[src/rtl/fifo_bank_pkg.sv]
// Shared types and constants for the IF/OF FIFO bank sequencer.
package fifo_bank_pkg;

    typedef enum logic [1:0] {
        IDLE = 2'd0,
        RUN  = 2'd1,
        DONE = 2'd2
    } state_e;

    // Bit positions inside the 2-bit ctrl / resp buses of the buffer bank
    localparam int WR    = 0;
    localparam int RD    = 1;
    localparam int FULL  = 0;
    localparam int EMPTY = 1;

    localparam int PERF_CNT_W = 16;

    function automatic logic [PERF_CNT_W-1:0] sat_inc(input logic [PERF_CNT_W-1:0] v);
        return (&v) ? v : v + PERF_CNT_W'(1);
    endfunction

endpackage

[src/rtl/fifo_bank_credit.sv]
// Up/down credit counter bounding rows in flight between IF read and OF read.
module fifo_bank_credit #(
    parameter int DEPTH_WIDTH = 2
) (
    input  logic clk,
    input  logic rst,
    input  logic dec,
    input  logic inc,
    output logic has_credit
);

    localparam logic [DEPTH_WIDTH:0] CREDIT_MAX = {1'b1, {DEPTH_WIDTH{1'b0}}};

    logic [DEPTH_WIDTH:0] credit;

    always_ff @(posedge clk or negedge rst) begin
        if (!rst)
            credit <= CREDIT_MAX;
        else if (dec && !inc)
            credit <= credit - 1'b1;
        else if (inc && !dec)
            credit <= credit + 1'b1;
    end

    assign has_credit = (credit != '0);

endmodule

[src/rtl/fifo_bank_ctrl.sv]
// Sequences one tile through the IF bank, PE array and OF bank.
// Optional stall counters enabled by defining FIFO_BANK_CTRL_PERF_EN.
module fifo_bank_ctrl
    import fifo_bank_pkg::*;
#(
    parameter int DEPTH_WIDTH = 2,
    parameter int PE_LATENCY  = 3,
    parameter int ROW_CNT_W   = 8
) (
    input  logic                  clk,
    input  logic                  rst,
    input  logic                  start_i,
    input  logic [ROW_CNT_W-1:0]  num_rows_i,
    input  logic                  src_valid_i,
    output logic                  src_ready_o,
    output logic [1:0]            if_fifo_ctrl,
    input  logic [1:0]            if_fifo_resp,
    output logic [1:0]            of_fifo_ctrl,
    input  logic [1:0]            of_fifo_resp,
    output logic                  pe_valid_o,
    input  logic                  sink_ready_i,
    output logic                  sink_valid_o,
    output logic                  busy_o,
`ifdef FIFO_BANK_CTRL_PERF_EN
    output logic [PERF_CNT_W-1:0] stall_src_o,
    output logic [PERF_CNT_W-1:0] stall_sink_o,
`endif
    output logic                  done_o
);

    state_e               state;
    logic [ROW_CNT_W-1:0] num_rows, rows_in, rows_out, rows_done, rows_done_nxt;
    logic [PE_LATENCY:0]  vld_pipe;
    logic                 run, if_full, if_empty, of_full, of_empty;
    logic                 if_wr, if_rd, of_wr, of_rd, has_credit;

    assign run      = (state == RUN);
    assign if_full  = if_fifo_resp[FULL];
    assign if_empty = if_fifo_resp[EMPTY];
    assign of_full  = of_fifo_resp[FULL];
    assign of_empty = of_fifo_resp[EMPTY];

    assign src_ready_o = run && !if_full && (rows_in < num_rows);
    assign if_wr       = src_valid_i && src_ready_o;
    assign if_rd       = run && !if_empty && has_credit;
    assign of_wr       = vld_pipe[PE_LATENCY];
    assign of_rd       = run && !of_empty && sink_ready_i;
    assign pe_valid_o  = vld_pipe[0];

    always_comb begin
        if_fifo_ctrl     = '0;
        of_fifo_ctrl     = '0;
        if_fifo_ctrl[WR] = if_wr;
        if_fifo_ctrl[RD] = if_rd;
        of_fifo_ctrl[WR] = of_wr;
        of_fifo_ctrl[RD] = of_rd;
    end

    // Completion is judged on the beat itself so done follows the last beat by one cycle
    assign rows_done_nxt = rows_done + ROW_CNT_W'(sink_valid_o);

    fifo_bank_credit #(.DEPTH_WIDTH(DEPTH_WIDTH)) u_credit (
        .clk        (clk),
        .rst        (rst),
        .dec        (if_rd),
        .inc        (of_rd),
        .has_credit (has_credit)
    );

    always_ff @(posedge clk or negedge rst) begin
        if (!rst) begin
            state     <= IDLE;
            num_rows  <= '0;
            rows_in   <= '0;
            rows_out  <= '0;
            rows_done <= '0;
            busy_o    <= 1'b0;
            done_o    <= 1'b0;
        end else begin
            case (state)
                IDLE: begin
                    done_o <= 1'b0;
                    if (start_i) begin
                        state     <= RUN;
                        busy_o    <= 1'b1;
                        num_rows  <= (num_rows_i == '0) ? ROW_CNT_W'(1) : num_rows_i;
                        rows_in   <= '0;
                        rows_out  <= '0;
                        rows_done <= '0;
                    end
                end
                RUN: begin
                    if (if_wr) rows_in  <= rows_in + ROW_CNT_W'(1);
                    if (if_rd) rows_out <= rows_out + ROW_CNT_W'(1);
                    rows_done <= rows_done_nxt;
                    if (rows_done_nxt == num_rows) begin
                        state  <= DONE;
                        busy_o <= 1'b0;
                        done_o <= 1'b1;
                    end
                end
                DONE: begin
                    state  <= IDLE;
                    done_o <= 1'b0;
                end
                default: begin
                    state  <= IDLE;
                    busy_o <= 1'b0;
                    done_o <= 1'b0;
                end
            endcase
        end
    end

    // vld_pipe[0] is the IF read-data valid; the tail lines up with the PE result
    always_ff @(posedge clk or negedge rst) begin
        if (!rst) begin
            vld_pipe     <= '0;
            sink_valid_o <= 1'b0;
        end else begin
            vld_pipe     <= {vld_pipe[PE_LATENCY-1:0], if_rd};
            sink_valid_o <= of_rd;
        end
    end

`ifdef FIFO_BANK_CTRL_PERF_EN
    always_ff @(posedge clk or negedge rst) begin
        if (!rst) begin
            stall_src_o  <= '0;
            stall_sink_o <= '0;
        end else if (state == IDLE && start_i) begin
            stall_src_o  <= '0;
            stall_sink_o <= '0;
        end else if (run) begin
            if (src_valid_i && !src_ready_o) stall_src_o  <= sat_inc(stall_src_o);
            if (!of_empty && !sink_ready_i)  stall_sink_o <= sat_inc(stall_sink_o);
        end
    end
`endif

    a_of_wr_not_full: assert property (@(posedge clk) disable iff (!rst) !(of_wr && of_full));
    a_rows_out_bound: assert property (@(posedge clk) disable iff (!rst) rows_out <= num_rows);

endmodule

[config.mk]
export PLATFORM = sky130hd
export DESIGN_NAME = fifo_bank_ctrl
export DESIGN_NICKNAME = d
export VERILOG_FILES = /design/src/rtl/fifo_bank_pkg.sv /design/src/rtl/fifo_bank_credit.sv /design/src/rtl/fifo_bank_ctrl.sv
export SDC_FILE = /design/constraint.sdc
export NUM_CORES = 1
export LEC_CHECK = 0
export ABC_AREA = 0
export BUFFER_PORTS_ARGS = -buffer_cell sky130_fd_sc_hd__buf_4
export CORE_MARGIN = 2
export CORE_UTILIZATION = 35
export DETAILED_ROUTE_END_ITERATION = 10
export GPL_TIMING_DRIVEN = 0
export PLACE_DENSITY_LB_ADDON = 0.1
export SLEW_MARGIN = 20
export SYNTH_ARGS = -nofsm -noshare
export SYNTH_HDL_FRONTEND = slang
export SYNTH_HIERARCHICAL = 1
export SYNTH_SLANG_ARGS = --single-unit
export TNS_END_PERCENT = 10
[constraint.sdc]
create_clock -name clk -period 3.3 [get_ports clk]
set_clock_uncertainty 0.1 [all_clocks]
set_input_delay 0.33 -clock clk [delete_from_list [all_inputs] [get_ports clk]]
set_output_delay 0.33 -clock clk [all_outputs]
set_load 0.05 [all_outputs]
# ---- Word level (Yosys, flattened, before mapping)
# Cells that the tools add are included.
dict set report classes {
  addsub 4
  magnitude_cmp 1
  eq_ne 6
  mux 15
  n_bitwise 1
  n_reduce_logical 24
}
# operator n
set op_table {}
lappend op_table {{$pmux W8 S2} 2}
lappend op_table {{$mux W8} 3}
lappend op_table {{$logic_and A1 B1 Y1} 9}
lappend op_table {{$add A8 B1 Y8} 1}
lappend op_table {{$add A8 B1 Y8 const B} 1}
lappend op_table {{$eq A8 B8 Y1} 1}
lappend op_table {{$logic_not A8 Y1} 1}
lappend op_table {{$lt A8 B8 Y1} 1}
lappend op_table {{$mux W3} 2}
lappend op_table {{$reduce_and A2 Y1} 3}
lappend op_table {{$reduce_and A3 Y1} 2}
lappend op_table {{$logic_not A1 Y1} 5}
lappend op_table {{$mux W1} 4}
lappend op_table {{$mux W2} 2}
lappend op_table {{$ne A2 B1 Y1 const B} 2}
lappend op_table {{$pmux W2 S2} 1}
lappend op_table {{$reduce_bool A2 Y1} 2}
lappend op_table {{$add A3 B1 Y3 const B} 1}
lappend op_table {{$pmux W1 S3} 1}
lappend op_table {{$reduce_bool A3 Y1} 1}
lappend op_table {{$sub A3 B1 Y3 const B} 1}
lappend op_table {{$eq A2 B1 Y1 const B} 1}
lappend op_table {{$eq A2 B2 Y1 const B} 1}
lappend op_table {{$logic_not A2 Y1} 1}
lappend op_table {{2 further kinds} 2}
dict set report totals {
  regBits 36
  in_bits 17
  output_inout_bits 9
}

# ---- Logic depth before layout (Yosys ltp)
# Gate-level depths: netlist of run 1.
dict set report depth {
  word_depth 7
  mapped_depth 10
  ltp_nobuf 9
}

# ---- Hierarchy
# Netlist of run 1, hierarchy kept.
# module instances cells_per_inst area_each_um2
set modules_own_cells {}
lappend modules_own_cells {fifo_bank_ctrl 1 195 1838.0}
lappend modules_own_cells {fifo_bank_credit 1 12 160.2}

# ---- Worst setup path after synthesis of run 1
# OpenSTA, ideal clock, no wires.
dict set report synth_path {
  path_type {flip-flop to output port}
  start {register num_rows[1]}
  end {output if_fifo_ctrl[0]}
  arrival_ns 2.030
  required_time_ns 2.870
  slack_ns 0.840
  path_stages_with_launch 9
  path_cell_list {dfrtp_1 > inv_1 > ha_1 > a2111o_1 > a21o_2 > inv_1 > nand2_1 > inv_1 > buf_4}
}
dict set report synth_between {
  elab_chain_cells 3
}
# element line_no
set synth_rtl {}
lappend synth_rtl {{start, declared} fifo_bank_ctrl.sv:32} ;# logic [ROW_CNT_W-1:0] num_rows, rows_in, rows_out, rows_done, rows_done_nxt;
lappend synth_rtl {{start signal, assigned} fifo_bank_ctrl.sv:86} ;# num_rows <= (num_rows_i == '0) ? ROW_CNT_W'(1) : num_rows_i;
lappend synth_rtl {{$lt A8 B8 Y1} fifo_bank_ctrl.sv:43} ;# assign src_ready_o = run && !if_full && (rows_in < num_rows);
lappend synth_rtl {{$logic_and A1 B1 Y1} fifo_bank_ctrl.sv:43}
lappend synth_rtl {{net src_ready_o} fifo_bank_ctrl.sv:15} ;# output logic src_ready_o,
lappend synth_rtl {{$logic_and A1 B1 Y1} fifo_bank_ctrl.sv:44} ;# assign if_wr = src_valid_i && src_ready_o;
lappend synth_rtl {{end, declared} fifo_bank_ctrl.sv:16} ;# output logic [1:0] if_fifo_ctrl,
# The timed path passes the listed nets, and every way through them passes these cells.

# ---- Worst setup path in the final report of run 1
dict set report layout_path {
  start {register state[1]}
  end {register u_credit.credit[2]}
}
dict set report layout_between {
  elab_chain_cells 6
}
# element line_no
set layout_rtl {}
lappend layout_rtl {{start, declared} fifo_bank_ctrl.sv:31} ;# state_e state;
lappend layout_rtl {{start signal, assigned} fifo_bank_ctrl.sv:72} ;# state <= IDLE;
lappend layout_rtl {{start signal, assigned} fifo_bank_ctrl.sv:84} ;# state <= RUN;
lappend layout_rtl {{start signal, assigned} fifo_bank_ctrl.sv:97} ;# state <= DONE;
lappend layout_rtl {{$eq A2 B1 Y1 *} fifo_bank_ctrl.sv:37} ;# assign run = (state == RUN);
lappend layout_rtl {{$logic_and A1 B1 Y1 * (2 in a row)} fifo_bank_ctrl.sv:47} ;# assign of_rd = run && !of_empty && sink_ready_i;
lappend layout_rtl {{net of_rd} fifo_bank_ctrl.sv:35} ;# logic if_wr, if_rd, of_wr, of_rd, has_credit;
lappend layout_rtl {{$logic_not A1 Y1} fifo_bank_credit.sv:19} ;# else if (dec && !inc)
lappend layout_rtl {{$logic_and A1 B1 Y1} fifo_bank_credit.sv:19}
lappend layout_rtl {{$mux W3 / $reduce_bool A2 Y1 (equally long branches)} n/a}
lappend layout_rtl {{end signal, assigned} fifo_bank_credit.sv:20} ;# credit <= credit - 1'b1;
lappend layout_rtl {{end signal, assigned} fifo_bank_credit.sv:22} ;# credit <= credit + 1'b1;
lappend layout_rtl {{end, declared} fifo_bank_credit.sv:14} ;# logic [DEPTH_WIDTH:0] credit;
# Mark *: on every way through the listed nets, which the timed path passes. The rest lies on a longest branch.
# A chain may end at the register's enable or synchronous reset.

==> metrics.txt, run 1 <==
Synth Area per Inst about 9.7 um2; Die ar. about 6300 um2; Slew @ Worst Pin 550 ps; Final HPWL DP about 3.1 mm; final-layout fill cell count roughly 540; Max VDD drop between 0.0003 and 0.0004 V; setup_tns 0 ps; CTS tree done; Pre-Repair DR Iteration Count 4; CP endpoint kind flop; total internal power 1.16 mW; Cell variety after synth 45; CTS Buffer Depth 2; setup ws final around 640 ps; Crit Reg-Reg Endpoint u_credit/credit[2]; final wirelength 4.27 mm; WS Path Type reg2reg; clock-pin slew on the worst setup and hold paths ~80 ps; post-synthesis sequential area ratio a little under half; clk sink count 36; Final nets 268; Area Overhead vs Synth 19.0%; Post-synth EDFFs 0; Max-Cap Viols 0; Starting Density between 30% and 40%; clock power share 17.8%; first-pass GRT wire length 7.45 mm; n_diodes 0; Crit path required time between 3000 and 4000 ps; IO Pins 26; Synth Net Count approximately 240; DR DRC count 0; Via Count around 1600; hold path depth 2; Reg2Reg Launch Point state[1]; Power, Total about 2 mW; asr flop ratio synth 100%; run status finished, final reports clean; Reg2Reg Depth 10; r2r setup slk 640 ps; Psw between 800 and 900 uW; Yosys warning total 6; area occupied by multi-input gates around 1000 um2; Slew Limit Fails 0; hold endpoint vld_pipe[0]; row count 27; CP Max Fanout 10; power per cell area 825 nW/um2; FF+latch area 902 um2; worst slack, placed 651 ps; main flop type after synthesis dfrtp_1; Slew headroom a little over three fifths; layout cells sized above 1 about a fifth; number of global-route vias before repair approximately 1600; global placement routability congestion approximately 0.80; final hold vios 0; minimum clock period between 2000 and 3000 ps; routed length per instance ~14 um; RSZ-0062 raised after global routing no; final setup fails 0; clock buffer count from CTS 5; Min-Delay Startpoint if_fifo_resp[1]; post-DR vias/cell just under 5; Cell Area, Synth approximately 2000 um2; Arr. time, crit path about 2800 ps; Die Height between 70 and 80 um; DR iter-0 viols 100; largest net degree at the start of global routing 37; Root Driver clkbuf_8; post-synthesis cell count 207; GRT Residual Overflow 0; Clk Latency, worst-skew pair slightly below 300 ps; CP Launch Type flop; Core Area ~5500 um2; H-tree depth 2; Logic pwr share between 40% and 50%; fmax about 380 MHz; fin crit share 80.5%; Seq pwr share a little under two fifths; synthesis-stage register bit count 36; final instance area 2380 um2; Die X-Extent 79.6 um; Buffers on Ports 24; Post-CTS Setup Bufs 0; Tot GR Track Use roughly 15%; static leakage ~1.1 nW; Min-Delay Path Class in2reg; Placement Cell Area roughly 2300 um2; post-route ant nets 0; Min Hold Slack 116 ps; initial antenna violation count 0; switching part of the total 40.8%
## through the flow
| stage | util, % | instances |
|---|---|---|
| 6_report | 43.2 | 312 |
| 5_1_grt | 43.2 | 312 |
| 4_1_cts | 43.2 | 312 |
| 3_5_place_dp | 41.2 | 303 |
| 3_3_place_gp | 41.2 | 303 |
| 2_1_floorplan | - | 207 |
## cell usage in the layout (no fill, tap or decap), drive strengths merged, types with 2 or more instances in the layout
cell    count
nor3        3
nor2       12
nand3       6
nor4b       2
mux2i       4
buf        29
nand2      24
o41ai       3
inv        15
or2         2
clkbuf     12
a21oi       8
xnor2       8
nand3b      2
or3         5
ha         11
dfrtp      35
o31ai       2
nand4       6
and3        3
nor3b       4
xor2        4
o21ai      21
## worst max-delay path by stage
stage                startpoint                  to  slack, ps
finish                 state[1]  u_credit/credit[2]        640
detailed placement     state[1]  u_credit/credit[2]        650
global route           state[1]  u_credit/credit[2]        350
floorplan           num_rows[1]     if_fifo_ctrl[0]        840
global placement       state[1]  u_credit/credit[2]        650
CTS                 num_rows[6]     if_fifo_ctrl[0]        630
## critical path: stages, from the launching register on
cell,delay (ps)
dfrtp_1,410
inv_1,100
nand2_1,170
clkbuf_1,290
nor3b_1,430
inv_1,80
ha_1,230
fa_1,380
xnor2_1,130
nor2_1,100
xor2_1,150
## Yosys cell counts, drive strengths merged, types with 2 or more instances
cell / count / share of area, %
a21oi: 8 / 2.0
and3: 3 / 0.94
buf: 5 / 1.8
clkbuf: 4 / 0.81
dfrtp: 35 / 44
ha: 11 / 6.9
inv: 15 / 2.8
mux2i: 4 / 2.0
nand2: 24 / 4.5
nand3: 6 / 2.0
nand3b: 2 / 0.75
nand4: 6 / 1.9
nor2: 12 / 2.3
nor3: 3 / 0.75
nor3b: 4 / 1.5
nor4b: 2 / 1.2
o21ai: 21 / 5.3
o31ai: 2 / 0.75
o41ai: 3 / 1.3
or2: 2 / 0.63
or3: 5 / 1.6
xnor2: 8 / 3.5
xor2: 4 / 1.8
## state kept, by name, indices dropped and copies added (netlist names), 2 cells and up
register	flops
num_rows	8
vld_pipe	4
rows_in	8
state	2
u_credit/credit	3
rows_done	8
## layer usage
metal,up-vias,wire (um),GRT usage (%)
li1,794,-,-
met1,727,2170,21.8
met2,23,1900,22.4
met3,8,118,3.39
met4,0,72,5.69
met5,-,0,0
## power groups by stage
stage / Clock [mW] / Sequential [mW] / Combinational, mW
after floorplan: 0 / 0.777 / 0.615
after global placement: 0 / 0.743 / 0.876
after detailed placement: 0 / 0.746 / 0.887
after CTS: 0.359 / 0.738 / 0.889
after global routing: 0.379 / 0.761 / 0.986
final: 0.350 / 0.736 / 0.877
## area by class of cell
| cell class | count | share of cell area, % |
|---|---|---|
| well taps | 72 | 3.79 |
| inverters | 15 | 2.37 |
| clock buffers | 8 | 4.21 |
| plain buffers | 9 | 2.16 |
| multi-input cells | 147 | 41.6 |
| flip-flops and latches | 36 | 37.9 |
| repair buffers | 25 | 8.00 |
## repair_timing
item                                    CTS  global route
resized for setup                         0             0
endpoints found under the setup margin    0             0
endpoints found under the hold margin    35             0
hold buffers                              1             0
## cells by family after synthesis
family | count (synthesis) | synth area share (%)
AO/OA/AOI/OAI | 43 | 13.5
XOR/XNOR | 12 | 5.26
adder cells (fa/ha/maj) | 12 | 7.89
buffers and inverters | 24 | 5.38
flip-flops | 36 | 45.1
multiplexers | 5 | 2.57
AND/OR/NAND/NOR | 75 | 20.3
No activity file was read; power rests on OpenSTA's default activity.
==> run 2, diff against run 1 <==
--- a/config.mk
+++ b/config.mk
@@ -5,7 +5,7 @@
 export SDC_FILE = /design/constraint.sdc
 export NUM_CORES = 1
 export LEC_CHECK = 0
-export ABC_AREA = 0
+export ABC_AREA = 1
 export BUFFER_PORTS_ARGS = -buffer_cell sky130_fd_sc_hd__buf_4
 export CORE_MARGIN = 2
 export CORE_UTILIZATION = 35
==> constraint.sdc (replaced) <==
create_clock -name clk -period 2.2 [get_ports clk]
set_clock_uncertainty 0.1 [all_clocks]
set_input_delay 0.22 -clock clk [delete_from_list [all_inputs] [get_ports clk]]
set_output_delay 0.22 -clock clk [all_outputs]
set_load 0.05 [all_outputs]
==> run 2 against run 1 <==
Compared with the run above:
- sequential cell count unchanged
- utilization up 2.9 points
- area after synthesis up 5.9%
- worst setup slack worse by 600 ps
- via count up 14%
- sequential share of layout area down 4.6 points
- design area up 14%
- wire length up 14%
- clock-buffer cell count down 2
- critical path depth down 1
- first-iteration DRC count down 21%
- sequential power up 56%
- critical path type is now reg2out
- largest cell class unchanged
==> metrics.txt, run 2 <==
Synth Area per Inst 7.90 um2 (was 9.65 um2); asr flop ratio synth 100% (unchanged); Crit path max-delay family buffers and inverters (was simple AND/OR/NAND/NOR gates); Synth Area in Adders 7.45% (was 7.89%); minimum clock period 2160 ps; largest net degree at the start of global routing 37 (unchanged); Post-synth EDFFs 0 (unchanged); clock buffer count from CTS 5 (unchanged); post-synthesis xor/xnor area fraction 2.90% (was 5.26%); static leakage 1.40 nW (was 1.09 nW); n_diodes 0 (unchanged); run status finished, final reports clean (unchanged); Reg2Reg Depth 13 (was 10); Min Hold Slack 92.5 ps (was 116 ps); Final HPWL DP 3.53 mm (was 3.14 mm); post-synthesis cell count 268 (was 207); Worst Path Buf+Inv 5 (was 3); RSZ-0062 raised after global routing yes (was no); most common cell after layout, fill and taps aside nand2_1 (was dfrtp_1); setup_tns 0 ps (unchanged); area occupied by multi-input gates 1090 um2 (was 988 um2); Die X-Extent 81.8 um (was 79.6 um); most frequent cells in the layout 74 x nand2_1, 41 x buf_4, 34 x dfrtp_1 (was 35 x dfrtp_1, 28 x buf_4, 24 x nand2_1); WS Path Type reg2out (was reg2reg); Core Util, Final 46.1% (was 43.2%); Pre-Repair DR Iteration Count 4 (unchanged); Die ar. 6690 um2 (was 6330 um2); Area Overhead vs Synth 28.1% (was 19.0%); fin crit share slightly below 100%; Synth area leader dfrtp_1 (unchanged); routed length per instance 12.4 um (was 13.7 um); setup ws final 40.3 ps (was 643 ps); first-pass GRT wire length 7.97 mm (was 7.45 mm); FF+latch area 903 um2 (was 902 um2); Tot GR Track Use 16.0% (was 15.2%); H-tree depth 2 (unchanged); Arr. time, crit path 1840 ps (was 2780 ps); Reg2Reg Launch Point state[0] (was state[1]); Top Registers num_rows (8), rows_done (8), rows_in (8) (unchanged); Crit Reg-Reg Endpoint u_credit/credit[2] (unchanged); power per cell area 1240 nW/um2 (was 825 nW/um2); Worst setup endpoint if_fifo_ctrl[0] (was u_credit/credit[2]); worst slack, placed -55.3 ps (was 651 ps); Via Count 1770 (was 1552); Slew Limit Fails 0 (unchanged); initial antenna violation count 0 (unchanged); CP Max Fanout 3 (was 10); Crit path required time 1880 ps (was 3420 ps); number of global-route vias before repair 1592 (was 1550); final instance area 2710 um2 (was 2380 um2); post-synthesis simple-gate area fraction 31.6% (was 20.3%); Die Height 81.8 um (was 79.6 um); Synth Net Count 297 (was 236); clk sink count 36 (unchanged); final hold vios 0 (unchanged); main combinational cell family by area after synthesis simple AND/OR/NAND/NOR gates (unchanged); DR iter-0 viols 79 (was 100); commonest cells in the netlist 75 x nand2_1, 35 x dfrtp_1, 34 x inv_1, 32 x nand3_1, 23 x nor2_1 (was 35 x dfrtp_1, 24 x nand2_1, 21 x o21ai_0, 15 x inv_1, 12 x nor2_1); worst stage delay on the critical path 390 ps (was 430 ps); final wirelength 4.86 mm (was 4.27 mm); Yosys warning total 6 (unchanged); main flop type after synthesis dfrtp_1 (unchanged); clock-pin slew on the worst setup and hold paths 70 ps (was 80 ps); Compound-Gate Fraction of Synth Area 6.74% (was 13.5%); Slew headroom 65.5% (was 63.3%); share of the synthesized area in the top cell type 41.4% (was 43.8%); Placement Cell Area 2390 um2 (was 2270 um2); multiplexer share of the synthesized area 0% (was 2.57%); CP endpoint kind output pin (was flop); synthesis-stage register bit count 36 (unchanged); Cell Area, Synth 2120 um2 (was 2000 um2); Max-Cap Viols 0 (unchanged); r2r setup slk 170 ps (was 640 ps); Root Driver clkbuf_8 (unchanged); post-DR vias/cell 4.52 (was 4.97); Crit. Startpoint num_rows[7] (was state[1]); cell mode on critical path inv_2 (was inv_1); global placement routability congestion 0.781 (was 0.799); final-layout fill cell count 603 (was 544); fmax 463 MHz; IO Pins 26 (unchanged); post-route ant nets 0 (unchanged); largest cells by area after synthesis dfrtp_1 41%, nand2_1 13%, nand3_1 7.6% (was dfrtp_1 44%, ha_1 6.9%, o21ai_0 5.3%); DR DRC count 0 (unchanged); Max VDD drop 0.000564 V (was 0.000379 V); Final nets 345 (was 268); row count 28 (was 27); Core Area 5890 um2 (was 5510 um2); Min-Delay Path Class in2reg (unchanged); final setup fails 0 (unchanged); Cell Chain, Critical Path inv_2 -> ha_4 -> nand2_4 -> inv_2 -> a221oi_4 -> nand3_4 -> inv_2 -> buf_4 -> buf_8 (was inv_1 -> nand2_1 -> clkbuf_1 -> nor3b_1 -> inv_1 -> ha_1 -> fa_1 -> xnor2_1 -> nor2_1 -> xor2_1); GRT Residual Overflow 0 (unchanged); CTS Buffer Depth 2 (unchanged); cell with the most instances after synthesis nand2_1 (was dfrtp_1); Critical-path top delay cell dfrtp_1 (was nor3b_1); Cell variety after synth 30 (was 45); Buffers on Ports 24 (unchanged); CTS tree done (unchanged); Starting Density 36.0% (was 36.3%); Worst path depth 9 (was 10); post-synthesis sequential area ratio 42.6% (was 45.1%); CP Launch Type flop (unchanged); Slew @ Worst Pin 513 ps (was 550 ps); layout cells sized above 1 25.9% (was 19.2%); Clk Latency, worst-skew pair 280 ps (was 290 ps)
-- run 2: report_power, final --
| group | total, mW | switching [mW] | internal [mW] | leakage [nW] |
|---|---|---|---|---|
| Combinational | 1.63 | 0.948 | 0.682 | 0.906 |
| Sequential | 1.15 | 0.215 | 0.933 | 0.443 |
| Clock | 0.573 | 0.237 | 0.336 | 0.0552 |
| Total | 3.35 | 1.40 | 1.95 | 1.40 |
-- run 2: tightest hold or removal path: cells and delay by family --
kind                   cells  cell delay, ps
buffers and inverters      1             110
AND/OR/NAND/NOR            2             120
-- run 2: cell type report --
type	instances	share of cell area, %
Buffer	9	2.31
Clock inverter	2	1.29
Inverter	35	4.84
Clock buffer	6	2.68
Sequential cell	36	33.3
Tap cell	75	3.46
Multi-Input combinational cell	188	40.2
Timing Repair Buffer	41	11.9
-- run 2: what timing repair did --
item	in CTS	in global routing
setup endpoints to repair	2	6
pin swaps	3	3
gates resized for setup	12	10
hold endpoints to repair	36	1
hold buffers	2	1
setup buffers	3	11
-- run 2: through the flow --
stage | total power, mW | cells
global placement | 2.57 | 367
finish | 3.35 | 392
floorplan | 2.21 | 268
global route | 3.68 | 392
CTS | 3.23 | 380
detailed placement | 2.58 | 367
-- run 2: worst min path at each step --
stage	startpoint	endpoint	slack (ps)	depth (start not counted)
after floorplan	rst	busy_o	-180	0
after global placement	rst	u_credit/credit[0]	120	1
after detailed placement	rst	u_credit/credit[1]	120	1
after CTS	of_fifo_resp[1]	sink_valid_o	1	2
after global routing	sink_ready_i	sink_valid_o	80	3
final	sink_ready_i	sink_valid_o	90	3
-- run 2: per-layer routing --
metal	up-vias	GRT usage, %	wire [um]
met2	19	25.1	2290
met1	797	21.8	2350
met4	0	4.83	75
met5	-	0	0
met3	7	3.85	145
li1	947	-	-
-- run 2: cells by family (layout without fill, tap and decap cells) --
logic type	count (synthesis)	count (layout)
AOI/OAI and AO/OA	23	23
xor gates and xnor gates	7	7
adders and majority gates	12	12
buffers and inverters	44	93
DFF	36	36
and+or+nand+nor	146	146
==> run 3, diff against run 2 <==
--- a/config.mk
+++ b/config.mk
@@ -5,7 +5,7 @@
 export SDC_FILE = /design/constraint.sdc
 export NUM_CORES = 1
 export LEC_CHECK = 0
-export ABC_AREA = 1
+export ABC_AREA = 0
 export BUFFER_PORTS_ARGS = -buffer_cell sky130_fd_sc_hd__buf_4
 export CORE_MARGIN = 2
 export CORE_UTILIZATION = 35
==> run 3 against run 2 <==
Compared with the run above:
- the run now ends with setup timing left
- global-route usage is 0.47 points lower
- power is 1.2% higher
- clock power is 1% higher
==> metrics.txt, run 3 (synthesized netlist as in run 1, its figures left out) <==
layout cells sized above 1 32.9% (was 25.9%); final instance area 2700 um2 (was 2710 um2); DR iter-0 viols 126 (was 79); fin crit share 103% (was 98.2%); CTS Buffer Depth 2 (unchanged); Arr. time, crit path 2380 ps (was 1840 ps); number of global-route vias before repair 1629 (was 1592); global placement routability congestion 0.833 (was 0.781); final wirelength 4.60 mm (was 4.86 mm); IO Pins 26 (unchanged); final setup fails 3 (was 0); CTS tree done (unchanged); most common cell after layout, fill and taps aside buf_4 (was nand2_1); clock buffer count from CTS 5 (unchanged); Power, Total 3.39 mW (was 3.35 mW); power per cell area 1250 nW/um2 (was 1240 nW/um2); post-route ant nets 0 (unchanged); Core Area 5510 um2 (was 5890 um2); Max VDD drop 0.000625 V (was 0.000564 V); setup_tns -118 ps (was 0 ps); Via Count 1668 (was 1770); routed length per instance 13.9 um (was 12.4 um); Core Util, Final 49.1% (was 46.1%); Placement Cell Area 2270 um2 (was 2390 um2); CP Max Fanout 10 (was 3); Final nets 286 (was 345); Die Height 79.6 um (was 81.8 um); Max-Cap Viols 0 (unchanged); Clk Latency, worst-skew pair 290 ps (was 280 ps); post-DR vias/cell 5.05 (was 4.52); CP Launch Type flop (unchanged); RSZ-0062 raised after global routing yes (unchanged); clock-pin slew on the worst setup and hold paths 70 ps (about the same); clk sink count 36 (unchanged); Slew @ Worst Pin 476 ps (was 513 ps); row count 27 (was 28); Top Registers num_rows (8), rows_done (8), rows_in (8) (unchanged); Cell Chain, Critical Path inv_2 -> nand2_4 -> clkbuf_16 -> nor3b_4 -> inv_1 -> ha_2 -> fa_1 -> xnor2_1 -> nor2_1 -> xor2_1 (was inv_2 -> ha_4 -> nand2_4 -> inv_2 -> a221oi_4 -> nand3_4 -> inv_2 -> buf_4 -> buf_8); Critical-path top delay cell dfrtp_1 (unchanged); worst stage delay on the critical path 430 ps (was 390 ps); run status complete, but fails checks (was finished, final reports clean); minimum clock period 2260 ps (was 2160 ps); static leakage 1.20 nW (was 1.40 nW); initial antenna violation count 0 (unchanged); Tot GR Track Use 15.5% (was 16.0%); Slew headroom 68.2% (was 65.5%); WS Path Type reg2reg (was reg2out); Die X-Extent 79.6 um (was 81.8 um); GRT Residual Overflow 0 (unchanged); Area Overhead vs Synth 35.3% (was 28.1%); n_diodes 0 (unchanged); Worst Path Buf+Inv 3 (was 5); DR DRC count 0 (unchanged); Crit path required time 2320 ps (was 1880 ps); H-tree depth 2 (unchanged); CP endpoint kind flop (was output pin); Final HPWL DP 3.16 mm (was 3.53 mm); Min-Delay Path Class in2reg (unchanged); first-pass GRT wire length 7.60 mm (was 7.97 mm); setup ws final -57.6 ps (was 40.3 ps); Crit path max-delay family adder cells (was buffers and inverters); most frequent cells in the layout 41 x buf_4, 31 x dfrtp_1, 22 x nand2_1 (was 74 x nand2_1, 41 x buf_4, 34 x dfrtp_1); final hold vios 0 (unchanged); Pre-Repair DR Iteration Count 4 (unchanged); Cells after DPL 303 (was 367); Starting Density 36.3% (was 36.0%); fmax 443 MHz (was 463 MHz); failing checks setup timing; Buffers on Ports 24 (unchanged); Final Non-Filler Cells 330 (was 392); Slew Limit Fails 0 (unchanged); largest net degree at the start of global routing 37 (unchanged); Die ar. 6330 um2 (was 6690 um2); Root Driver clkbuf_8 (unchanged)
## run 3: worst min-delay path, cell delays in order
cell and delay [ps]:
buf_4 80, nand2_1 30, o21ai_0 60
## run 3: final timing paths
check / start / end / slack [ps] / depth (start not counted)
worst max-delay path: state[1] / u_credit/credit[2] / -60 / 10
worst min-delay path: num_rows_i[3] / num_rows[3] / 40 / 3
worst max register to register: state[1] / u_credit/credit[2] / -60 / 10
worst min register to register: vld_pipe[1] / vld_pipe[2] / 250 / 0
max in group asynchronous: rst / rows_in[6] / 1330 / 2
min in group asynchronous: rst / rows_done[3] / 320 / 2
## run 3: final cells by class
cell class | instances | area [um2]
Fill cell | 517 | 2800
Tap cell | 72 | 90.1
Timing Repair Buffer | 44 | 357
Inverter | 15 | 60.1
Multi-Input combinational cell | 147 | 1120
Buffer | 8 | 66.3
Clock inverter | 2 | 35.0
Clock buffer | 6 | 72.6
Sequential cell | 36 | 907
## run 3: stage by stage
stage / setup slack (ps) / hold slack (ps)
after CTS: -132 / 37.8
after floorplan: -94.4 / -176
final: -57.6 / 41.0
after global routing: -120 / 50.0
after global placement: -505 / 119
after detailed placement: -555 / 117
## run 3: where the power goes
part           switching, mW  leakage [nW]  internal (mW)
combinational          0.880         0.696          0.815
clock                  0.243        0.0552          0.336
sequential             0.210         0.447          0.907
total                   1.33          1.20           2.06
## run 3: what timing repair did
action                     in CTS  in global routing
setup buffers                   9                  8
hold endpoints to repair       37                  0
setup endpoints to repair      11                 18
gates resized for setup        23                 16
hold buffers                    3                  0
pin swaps                       5                  9
## run 3: metal layers
| metal | vias up | share of wire, % | GRT usage [%] |
|---|---|---|---|
| li1 | 830 | - | - |
| met1 | 805 | 47 | 21.7 |
| met2 | 27 | 48 | 23.9 |
| met3 | 6 | 3.4 | 3.28 |
| met4 | 0 | 1.1 | 5.00 |
| met5 | - | 0 | 0 |
